--- config.mk ---
export PLATFORM = sky130hd
export DESIGN_NAME = tx_serializer
export DESIGN_NICKNAME = d
export VERILOG_FILES = /design/src/rtl/tx_serializer.sv
export SDC_FILE = /design/constraint.sdc
export NUM_CORES = 1
export LEC_CHECK = 0
export CAP_MARGIN = 25
export CORE_MARGIN = 4
export CORE_UTILIZATION = 46
export CTS_CLUSTER_SIZE = 40
export DETAILED_ROUTE_END_ITERATION = 7
export PLACE_DENSITY = 0.71
export RECOVER_POWER = 100
export SLEW_MARGIN = 20
export SYNTH_ARGS = -nofsm -noshare
export SYNTH_HDL_FRONTEND = slang
export SYNTH_SLANG_ARGS = --single-unit
--- constraint.sdc ---
create_clock -name Clk -period 1.4 [get_ports Clk]
set_input_delay 0.14 -clock Clk [delete_from_list [all_inputs] [get_ports Clk]]
set_output_delay 0.14 -clock Clk [all_outputs]
set_load 0.02 [all_outputs]
--- src/rtl/tx_serializer.sv ---
// Framed serial transmitter: start bit, DATA_WIDTH data bits LSB first,
// optional even parity, stop bit, then a one-cycle completion pulse.
module tx_serializer #(
   parameter int DATA_WIDTH   = 8,
   parameter int CLKS_PER_BIT = 4,
   parameter int PARITY_EN    = 1
) (
   input  logic                  Clk,
   input  logic                  Reset,
   input  logic                  TxData,
   input  logic [DATA_WIDTH-1:0] DataIn,
   output logic                  SerialOut,
   output logic                  TxBusy,
   output logic                  TxDone
);

   localparam int CW = (CLKS_PER_BIT > 1) ? $clog2(CLKS_PER_BIT) : 1;
   localparam int IW = (DATA_WIDTH > 1) ? $clog2(DATA_WIDTH) : 1;
   localparam logic [CW-1:0] CNT_LAST = CW'(CLKS_PER_BIT - 1);
   localparam logic [IW-1:0] IDX_LAST = IW'(DATA_WIDTH - 1);

   typedef enum logic [2:0] {
      S_IDLE,
      S_START,
      S_DATA,
      S_PARITY,
      S_STOP,
      S_DONE
   } state_t;

   state_t                state, state_n;
   logic [CW-1:0]         cnt, cnt_n;
   logic [IW-1:0]         idx, idx_n;
   logic [DATA_WIDTH-1:0] shift, shift_n;
   logic                  parity, parity_n;
   logic                  txdata_q;
   logic                  serial_q, serial_n;
   logic                  start;
   logic                  bit_end;

   assign start   = TxData & ~txdata_q & (state == S_IDLE);
   assign bit_end = (cnt == CNT_LAST);

   always_comb begin
      state_n  = state;
      cnt_n    = cnt;
      idx_n    = idx;
      shift_n  = shift;
      parity_n = parity;
      case (state)
         S_IDLE: begin
            if (start) begin
               shift_n  = DataIn;
               parity_n = ^DataIn;
               cnt_n    = '0;
               idx_n    = '0;
               state_n  = S_START;
            end
         end
         S_START: begin
            if (bit_end) begin
               cnt_n   = '0;
               state_n = S_DATA;
            end else begin
               cnt_n = cnt + 1'b1;
            end
         end
         S_DATA: begin
            if (bit_end) begin
               cnt_n   = '0;
               shift_n = shift >> 1;
               if (idx == IDX_LAST) begin
                  idx_n   = '0;
                  state_n = (PARITY_EN != 0) ? S_PARITY : S_STOP;
               end else begin
                  idx_n = idx + 1'b1;
               end
            end else begin
               cnt_n = cnt + 1'b1;
            end
         end
         S_PARITY: begin
            if (bit_end) begin
               cnt_n   = '0;
               state_n = S_STOP;
            end else begin
               cnt_n = cnt + 1'b1;
            end
         end
         S_STOP: begin
            if (bit_end) begin
               cnt_n   = '0;
               state_n = S_DONE;
            end else begin
               cnt_n = cnt + 1'b1;
            end
         end
         S_DONE: begin
            cnt_n   = '0;
            state_n = S_IDLE;
         end
         default: begin
            cnt_n   = '0;
            idx_n   = '0;
            state_n = S_IDLE;
         end
      endcase
   end

   // Line value is decoded from the next state so the output flop changes
   // on the same edge as the state, keeping SerialOut glitch-free.
   always_comb begin
      serial_n = 1'b1;
      case (state_n)
         S_START:  serial_n = 1'b0;
         S_DATA:   serial_n = shift_n[0];
         S_PARITY: serial_n = parity_n;
         default:  serial_n = 1'b1;
      endcase
   end

   always_ff @(posedge Clk or negedge Reset) begin
      if (!Reset) begin
         state    <= S_IDLE;
         cnt      <= '0;
         idx      <= '0;
         shift    <= '0;
         parity   <= 1'b0;
         txdata_q <= 1'b0;
         serial_q <= 1'b1;
      end else begin
         state    <= state_n;
         cnt      <= cnt_n;
         idx      <= idx_n;
         shift    <= shift_n;
         parity   <= parity_n;
         txdata_q <= TxData;
         serial_q <= serial_n;
      end
   end

   assign SerialOut = serial_q;
   assign TxBusy    = (state != S_IDLE);
   assign TxDone    = (state == S_DONE);

endmodule

==> results.py <==
metrics = {
    "status": {
        "status": "complete, but fails checks",
        "violations": "negative setup slack",
    },
    "power": {
        "switching_power_mw": 1.22,
        "power_frac_seq_pct": 32.9,
        "internal_power_mw": 1.91,
        "p_total_mw": 3.13,
        "pwr-share-comb_pct": 57.9,
        "p_sw_share_pct": 39.1,
        "clkPwrFrac_pct": 9.2,
        "power_density_nw_per_um2": 1920,
        "p_leak_nw": 0.692,
        "irDropWorstVdd_uv": 1390,
    },
    "yosys": {
        "synth_common_cells": "23 x nand2_1, 18 x dfrtp_1, 7 x nor2_1, 7 x xnor2_1, 6 x a22oi_1",
        "postSynth.asyncResetShare_pct": 100,
        "yosys_warnings": 0,
        "synth_seq_cells": 19,
        "synth_fp_nets": 127,
        "postSynthAreaPerCell_um2": 9.82,
        "netlist_area_um2": 1110,
        "yosysSeqAreaShare_pct": 43.0,
        "synth_enable_flop_cells": 0,
        "synth.distinct_cells": 34,
        "synth_top_area_share_pct": 40.6,
        "yosysTopAreaCell": "dfrtp_1",
        "syn_inst": 113,
        "ys_top_cells_by_area": "dfrtp_1 41%, nand2_1 7.8%, xnor2_1 5.5%, a22oi_1 4.1%, ha_1 3.4%",
        "synth.most_common_cell": "nand2_1",
        "ys.flop_type": "dfrtp_1",
    },
    "floorplan": {
        "io_pins": 14,
        "row_count": 17,
        "die_x_um": 57.1,
        "core_area_um2": 2250,
        "die_y_um": 57.1,
        "initial_core_util_pct": 49.2,
        "dieArea_um2": 3260,
    },
    "routing": {
        "avgRoutedWirePerCell_um": 14.0,
        "dr.max_layer_used": "met4",
        "via_per_inst": 5.27,
        "met3_wirelength_um": 75,
        "finalWirelength_um": 2520,
        "drt_pass1_iterations": 4,
        "drtIter0Drc": 10,
        "vias": 948,
        "drcViolationCount": 0,
        "postRouteAntennaNets": 0,
        "wl_met2_um": 1220,
        "wl_met1_um": 1170,
    },
    "timing": {
        "setup_viol": 13,
        "fin_skew_ns": 0.00757,
        "hold_ws_ns": 0.309,
        "report.final.slew_viol_count": 0,
        "period_share_pct": 109,
        "rsz0062_at_grt": "yes",
        "setup_ws_ns": -0.122,
        "post-route-min-period_ns": 1.52,
        "max_slew_margin_pct": 28.8,
        "worstMarginPinSlew_ns": 1.07,
        "hold_viol": 0,
        "max_freq_ghz": 0.657,
    },
    "clock_network": {
        "cts_buffers": 3,
        "cts.path.max_buffers": 2,
        "cts.hold.buffers_added": 0,
        "clock_sinks": 19,
        "clkTransAtPathRegs_ns": 0.11,
        "htreeDepth": 1,
        "clk_latency_ns": 0.31,
        "cts_tree": "done",
        "cts_root_buf": "clkbuf_4",
    },
    "placed_design": {
        "hpwl_um": 1750,
        "gp_congestion": 0.841,
        "portBuffers": 13,
        "dp_slack_ns": -0.155,
        "dp.cells": 168,
    },
    "setup_path": {
        "cp-start-kind": "flip-flop",
        "critical-path-slowest-cell": "dfrtp_1",
        "critical_path_class": "flip-flop to flip-flop",
        "cp-end-kind": "flip-flop",
        "ff2ff_setup_slack_ns": -0.12,
        "reg2reg_to": "shift[0]",
        "required_ns": 1.60,
        "rr_worst_depth": 6,
        "arrival_ns": 1.72,
        "slowest_delay_ns": 0.41,
        "crit_chain": "ha_4 -> nor4bb_4 -> buf_4 -> a21oi_4 -> a221oi_4 -> inv_1",
        "r2r-start": "cnt[1]",
        "crit_path_max_fanout": 3,
    },
    "finish": {
        "syn_to_final_growth_pct": 46.4,
        "fin_cells": 180,
        "nets": 167,
        "postLayoutCoreUtil_pct": 72.1,
        "drive_gt1_share_pct": 46.1,
        "diodes": 0,
    },
    "global_routing": {
        "grt_max_degree": 20,
        "grt.overflow.total": 0,
        "track_usage_pct": 16.8,
        "grt_pass1_wl_um": 4220,
        "antenna_found_initial": 0,
        "grt_pass1_vias": 930,
    },
    "min_path": {
        "min-delay-start": "TxData",
        "min_delay_worst_endpoint": "txdata_q",
        "hp-class": "input port to flip-flop",
        "whs_path_depth": 1,
    },
    "flow_run": {
        "drv_cap": 0,
    },
}
[registers in the layout, summed over array words and instances (netlist names)]
| register | flops |
|---|---|
| idx | 3 |
| cnt | 2 |
| SerialOut | 1 |
| parity | 1 |
| txdata_q | 1 |
| shift | 8 |
| state | 3 |
[worst max path at each step]
stage               slack [ns]       end      from
global placement         -0.09    idx[0]    TxData
finish                   -0.12  shift[0]    cnt[1]
detailed placement       -0.16  shift[0]    cnt[0]
floorplan                -0.08    idx[0]  state[1]
global route             -0.22  shift[0]    cnt[1]
CTS                      -0.13  shift[0]    cnt[0]
[critical path, delay by kind of cell, from the launching register on]
| family | cells | cell delay [ns] |
|---|---|---|
| compound gates | 2 | 0.33 |
| flops | 1 | 0.41 |
| simple gates | 1 | 0.28 |
| buf+inv | 2 | 0.24 |
| fa+ha+maj | 1 | 0.16 |
[cell usage in the layout (no fill, tap or decap), types with 3 or more instances in the layout]
cell,Yosys,routed
a21oi_1,5,4
nor2_1,7,6
nor3b_1,4,3
dfrtp_1,18,15
buf_4,3,21
a22oi_2,0,5
clkbuf_4,0,3
inv_1,5,4
xnor2_1,7,7
nand2_2,0,11
buf_6,2,7
clkdlybuf4s50_1,0,9
o21ai_0,5,5
nand2_1,23,11
dfrtp_2,0,3
[repair_timing]
| action | 4_1_cts | 5_1_grt |
|---|---|---|
| resized for setup | 21 | 29 |
| endpoints found under the setup margin | 16 | 16 |
| buffers inserted | 4 | 4 |
| pin swaps | 3 | 12 |
| cloned | 0 | 0 |
| hold endpoints to repair | 0 | 0 |
[power groups by stage]
stage          Sequential [mW]  Clock [mW]  Combinational (mW)
2_1_floorplan            0.928           0               0.978
3_3_place_gp             0.988           0                1.38
3_5_place_dp             0.995           0                1.43
4_1_cts                  0.988       0.304                1.61
5_1_grt                   1.06       0.331                1.97
6_report                  1.03       0.289                1.81
[cell families after synthesis]
logic type,count (synthesis),synth area share [%]
multiplexers,3,3.16
AO/OA/AOI/OAI,25,18.7
adder cells (fa/ha/maj),3,3.38
AND/OR/NAND/NOR,44,19.8
flip-flops,19,43.0
XOR/XNOR,7,5.52
buffers and inverters,12,6.43
[routing by layer]
| layer | global-route usage, % | up-vias |
|---|---|---|
| li1 | - | 469 |
| met1 | 21.8 | 460 |
| met2 | 26.9 | 14 |
| met3 | 2.26 | 5 |
| met4 | 8.94 | 0 |
| met5 | 0 | - |
[through the flow]
stage / instance area [µm²] / setup TNS, ns
6_report: 1630 / -0.650
4_1_cts: 1510 / -0.857
5_1_grt: 1630 / -1.79
3_5_place_dp: 1400 / -1.50
3_3_place_gp: 1400 / -0.771
2_1_floorplan: 1120 / -0.125
[final cells by class]
| class | instances | area, µm² |
|---|---|---|
| Clock buffer | 4 | 26.3 |
| Fill cell | 168 | 629 |
| Inverter | 6 | 25.0 |
| Multi-Input combinational cell | 82 | 689 |
| Sequential cell | 19 | 480 |
| Tap cell | 28 | 35.0 |
| Timing Repair Buffer | 41 | 369 |
Note: power is estimated with default switching activity, not from simulation.
